===== config.mk =====
export PLATFORM = sky130hd
export DESIGN_NAME = id_ex_operand_stage
export DESIGN_NICKNAME = d
export VERILOG_FILES = /design/src/rtl/id_ex_operand_stage.sv
export SDC_FILE = /design/constraint.sdc
export NUM_CORES = 1
export LEC_CHECK = 0
export CAP_MARGIN = 20
export CORE_AREA = 2 2 295 297
export DETAILED_ROUTE_END_ITERATION = 8
export DIE_AREA = 0 0 297 299
export HOLD_SLACK_MARGIN = 0.08
export PLACE_DENSITY = 0.52
export SETUP_SLACK_MARGIN = 0.05
export SYNTH_ARGS = -nofsm -noshare
export SYNTH_HDL_FRONTEND = slang
export SYNTH_SLANG_ARGS = --single-unit
export TNS_END_PERCENT = 100

===== constraint.sdc =====
create_clock -name clk -period 5.6 [get_ports clk]
set_clock_uncertainty 0.05 [all_clocks]
set_input_delay 1.12 -clock clk [delete_from_list [all_inputs] [get_ports clk]]
set_output_delay 1.12 -clock clk [all_outputs]
set_load 0.03 [all_outputs]

===== src/rtl/id_ex_operand_stage.sv =====
// ID/EX pipeline register with EX-stage operand forwarding and load-use bubble insertion.
// Optional perf counters enabled by defining IDEX_PERF_CNT_EN.
module id_ex_operand_stage #(
  parameter int XLEN = 64,
  parameter int RA_W = 5
) (
  input  logic            clk,
  input  logic            rst,
  input  logic            stall,
  input  logic            flush,
  input  logic            id_valid,
  input  logic [XLEN-1:0] id_pc,
  input  logic [XLEN-1:0] id_rs1_data,
  input  logic [XLEN-1:0] id_rs2_data,
  input  logic [XLEN-1:0] id_imm,
  input  logic [RA_W-1:0] id_rs1,
  input  logic [RA_W-1:0] id_rs2,
  input  logic [RA_W-1:0] id_rd,
  input  logic [2:0]      id_alu_control,
  input  logic            id_alu_src,
  input  logic            id_reg_write,
  input  logic            id_mem_read,
  input  logic            id_mem_write,
  input  logic            id_mem_to_reg,
  input  logic            id_branch,
  input  logic            exm_reg_write,
  input  logic [RA_W-1:0] exm_rd,
  input  logic [XLEN-1:0] mem_result,
  input  logic            wb_reg_write,
  input  logic [RA_W-1:0] wb_rd,
  input  logic [XLEN-1:0] wb_result,
  output logic            ex_valid,
  output logic [XLEN-1:0] ex_pc,
  output logic [XLEN-1:0] alu_a,
  output logic [XLEN-1:0] alu_b,
  output logic [2:0]      ex_alu_control,
  output logic [XLEN-1:0] ex_store_data,
  output logic [RA_W-1:0] ex_rd,
  output logic            ex_reg_write,
  output logic            ex_mem_read,
  output logic            ex_mem_write,
  output logic            ex_mem_to_reg,
  output logic            ex_branch,
  output logic [1:0]      forward_a,
  output logic [1:0]      forward_b,
  output logic            load_use_hazard,
  output logic [31:0]     bubble_count,
  output logic [31:0]     stall_count
);

  typedef struct packed {
    logic            valid;
    logic [XLEN-1:0] pc;
    logic [XLEN-1:0] rs1_data;
    logic [XLEN-1:0] rs2_data;
    logic [XLEN-1:0] imm;
    logic [RA_W-1:0] rs1;
    logic [RA_W-1:0] rs2;
    logic [RA_W-1:0] rd;
    logic [2:0]      alu_control;
    logic            alu_src;
    logic            reg_write;
    logic            mem_read;
    logic            mem_write;
    logic            mem_to_reg;
    logic            branch;
  } ex_reg_t;

  ex_reg_t ex_q, ex_d;
  logic    load_bubble;

  assign load_use_hazard = ex_q.valid && ex_q.mem_read && (ex_q.rd != '0) &&
                           ((ex_q.rd == id_rs1) || (ex_q.rd == id_rs2)) && id_valid;

  // A bubble is the all-zero register image; flush beats stall, a hazard only acts when not stalled.
  assign load_bubble = flush || (!stall && load_use_hazard);

  always_comb begin
    // NOTE: default to hold first so every path assigns ex_d and no latch is inferred.
    ex_d = ex_q;
    if (load_bubble) begin
      ex_d = '0;
    end else if (!stall) begin
      ex_d.valid       = id_valid;
      ex_d.pc          = id_pc;
      ex_d.rs1_data    = id_rs1_data;
      ex_d.rs2_data    = id_rs2_data;
      ex_d.imm         = id_imm;
      ex_d.rs1         = id_rs1;
      ex_d.rs2         = id_rs2;
      ex_d.rd          = id_rd;
      ex_d.alu_control = id_alu_control;
      ex_d.alu_src     = id_alu_src;
      ex_d.reg_write   = id_reg_write;
      ex_d.mem_read    = id_mem_read;
      ex_d.mem_write   = id_mem_write;
      ex_d.mem_to_reg  = id_mem_to_reg;
      ex_d.branch      = id_branch;
    end
  end

  // NOTE: reset is synchronous and active-high, so it lives inside the clocked branch.
  always_ff @(posedge clk) begin
    if (rst) ex_q <= '0;
    else     ex_q <= ex_d;
  end

  // EX/MEM holds the newer value, so it is checked first; x0 never forwards.
  always_comb begin
    forward_a = 2'b00;
    forward_b = 2'b00;
    if (exm_reg_write && (exm_rd != '0) && (exm_rd == ex_q.rs1))   forward_a = 2'b10;
    else if (wb_reg_write && (wb_rd != '0) && (wb_rd == ex_q.rs1)) forward_a = 2'b01;
    if (exm_reg_write && (exm_rd != '0) && (exm_rd == ex_q.rs2))   forward_b = 2'b10;
    else if (wb_reg_write && (wb_rd != '0) && (wb_rd == ex_q.rs2)) forward_b = 2'b01;
  end

  always_comb begin
    case (forward_a)
      2'b10:   alu_a = mem_result;
      2'b01:   alu_a = wb_result;
      default: alu_a = ex_q.rs1_data;
    endcase
    case (forward_b)
      2'b10:   ex_store_data = mem_result;
      2'b01:   ex_store_data = wb_result;
      default: ex_store_data = ex_q.rs2_data;
    endcase
    alu_b = ex_q.alu_src ? ex_q.imm : ex_store_data;
  end

  assign ex_valid       = ex_q.valid;
  assign ex_pc          = ex_q.pc;
  assign ex_alu_control = ex_q.alu_control;
  assign ex_rd          = ex_q.rd;
  assign ex_reg_write   = ex_q.reg_write;
  assign ex_mem_read    = ex_q.mem_read;
  assign ex_mem_write   = ex_q.mem_write;
  assign ex_mem_to_reg  = ex_q.mem_to_reg;
  assign ex_branch      = ex_q.branch;

`ifdef IDEX_PERF_CNT_EN
  logic [31:0] bubble_count_q, bubble_count_d;
  logic [31:0] stall_count_q, stall_count_d;

  // Both counters saturate rather than wrap.
  always_comb begin
    bubble_count_d = bubble_count_q;
    stall_count_d  = stall_count_q;
    if (stall && (stall_count_q != '1))
      stall_count_d = stall_count_q + 32'd1;
    if (!stall && (flush || load_use_hazard) && (bubble_count_q != '1))
      bubble_count_d = bubble_count_q + 32'd1;
  end

  always_ff @(posedge clk) begin
    if (rst) begin
      bubble_count_q <= '0;
      stall_count_q  <= '0;
    end else begin
      bubble_count_q <= bubble_count_d;
      stall_count_q  <= stall_count_d;
    end
  end

  assign bubble_count = bubble_count_q;
  assign stall_count  = stall_count_q;
`else
  assign bubble_count = '0;
  assign stall_count  = '0;
`endif

endmodule


==> qor.csv <==
metric,value,unit
status,"complete, no violations",
die_area,88800,sq um
cpPeakStageDelay,0.80,ns
first_iter_violations,844,
fin_crit_sh,94.7,%
tns,0,ns
cts-resized-gates,0,
layout_min_cycle_time,5.30,ns
path_delay_family,buffers and inverters,
cp_slowest_cell,clkdlybuf4s50_1,
synth_cell_types,32,
mostFrequentLayoutCell,clkdlybuf4s50_1,
cts_setup_buffers,0,
multi_input_area,6860,sq um
clk_pin_slew,0.05,ns
hold_buffers,0,
min_path_type,reg2reg,
drive_above_1_share,10.5,%
rsz0062_at_grt,no,
syn_avg_cell_area,9.64,sq um
cts.sinks,281,
start_util,16.5,%
syn_inst,1467,
die_h,299,um
wl_per_cell,21.4,um
relSlewSlack,41.1,%
viasPerCell,4.21,
crit_path_end_kind,primary output,
vias,13600,
antenna_left,0,
root_buffer,clkbuf_16,
cap_violations,0,
critPathBufInv,3,
clockBufferDepth,3,
gp_congestion,0.970,
grt_pass1_wl,98.2,mm
maxSlewViolCount,0,
fillCellCount,9129,
path_max_fanout,4,
required,4.43,ns
leakagePower,0.00811,uW
nets,2464,
rows,108,
path_class,in2out,
hold_violations,0,
ys_seq_area_share,39.8,%
area.sequential,5630,sq um
cp_common_cell,clkdlybuf4s50_1,
pin_count,764,
syn_area,14100,sq um
cts_htree_levels,2,
setup_viol,0,
core,85900,sq um
path_cells,"clkdlybuf4s50_1, or4_1, o21ai_2, nor4_2, buf_4, mux2i_1, o21ai_0, clkdlybuf4s50_1",
power.density,255,nW/um^2
grt_pass1_vias,13900,
grt_use_total,14.8,%
port_buffers,699,
final_cells,3232,
cts_tree,done,
first_pass_iters,5,
mostFrequentLayoutCells,"647 x clkdlybuf4s50_1, 281 x a22o_1, 280 x dfxtp_1",
ir_drop,212,uV
cts_buffers,38,
startpoint_type,input port,
total_power,5880,uW
regMostFlops,ex_q,
synth_seq_cells,281,
grt_max_degree,157,
antenna_found_initial,13,
tightest_slew,0.884,ns
syn2layout_area_growth,62.9,%
place_hpwl,52.6,mm
clkLatencyLatePin,0.57,ns
place_inst,3154,
fp.dieW,297,um
clock.fmax,0.189,GHz
wirelength,69.1,mm
largest_reg_flops,203,
overflow,0,
synth-warning-count,0,
worstPathArrival,4.13,ns
drc,0,
[logic make-up (layout without fill, tap and decap cells)]
group / Yosys count / after routing / synth area share [%]
AO/OA/AOI/OAI: 478 / 478 / 28.8
buffers and inverters: 333 / 870 / 13.7
flip-flops: 281 / 281 / 39.8
AND/OR/NAND/NOR: 216 / 216 / 6.71
multiplexers: 128 / 128 / 9.06
XOR/XNOR: 30 / 30 / 1.86
other: 1 / 74 / 0.0265
[worst paths after layout]
kind / from / endpoint / slack, ns / cells after the start
max: wb_rd[2] / alu_a[11] / 0.30 / 8
min: ex_pc[25] / ex_pc[25] / 0.42 / 1
max reg2reg: ex_rd[0] / ex_q[58] / 3.14 / 6
min reg2reg: ex_pc[25] / ex_pc[25] / 0.42 / 1
[metal layers]
| metal | up-vias | GRT usage (%) | wire length [um] |
|---|---|---|---|
| met5 | - | 0 | 28 |
| met4 | 4 | 5.87 | 1980 |
| met3 | 111 | 4.94 | 5780 |
| met2 | 604 | 23.9 | 32700 |
| met1 | 6526 | 18.1 | 28600 |
| li1 | 6350 | - | - |
[layout make-up]
class,count,share of cell area (%)
antenna,10,0.109
clock buffer,54,4.69
clock inverter,14,0.945
inverter,65,1.06
multi-input combinational,916,29.8
sequential,281,24.4
tap,1155,6.27
timing repair buffer,737,32.7
[where the power goes]
| part | internal [uW] | switching (uW) | leakage, uW | total, uW |
|---|---|---|---|---|
| clock network | 1580 | 1000 | 0.000640 | 2580 |
| registers | 2070 | 49.9 | 0.00229 | 2120 |
| logic | 572 | 607 | 0.00518 | 1180 |
| total | 4220 | 1660 | 0.00811 | 5880 |
[synth_stat cells, drive strengths merged]
master | n | area [sq um]
a22o | 281 | 2460
dfxtp | 281 | 5630
buf | 212 | 1490
mux2i | 128 | 1280
nand2 | 66 | 248
nor3 | 66 | 330
o21ai | 66 | 334
a21oi | 65 | 325
inv | 65 | 244
nor2 | 65 | 244
a221oi | 64 | 936
clkbuf | 56 | 210
xnor2 | 21 | 184
xor2 | 9 | 78.8
nand3 | 6 | 30.0
nor4 | 3 | 25.0
or4 | 3 | 22.5
and2 | 2 | 12.5
nor2b | 2 | 12.5
a2111oi | 1 | 15.0
conb | 1 | 3.75
nand3b | 1 | 7.51
nand4b | 1 | 8.76
nor3b | 1 | 7.51
o22ai | 1 | 6.26
[through the flow]
| step | area, sq um | worst slack (ns) | util, % | hold slack [ns] |
|---|---|---|---|---|
| after detailed placement | 21700 | 0.322 | 25.3 | 0.403 |
| after floorplan | 14400 | 1.37 | - | 0.391 |
| after global routing | 23000 | 0.179 | 26.8 | 0.433 |
| final | 23000 | 0.298 | 26.8 | 0.422 |
| after global placement | 21700 | 0.353 | 25.3 | 0.406 |
| after CTS | 23000 | 0.304 | 26.8 | 0.424 |
Power figures use the tool's default switching activity.
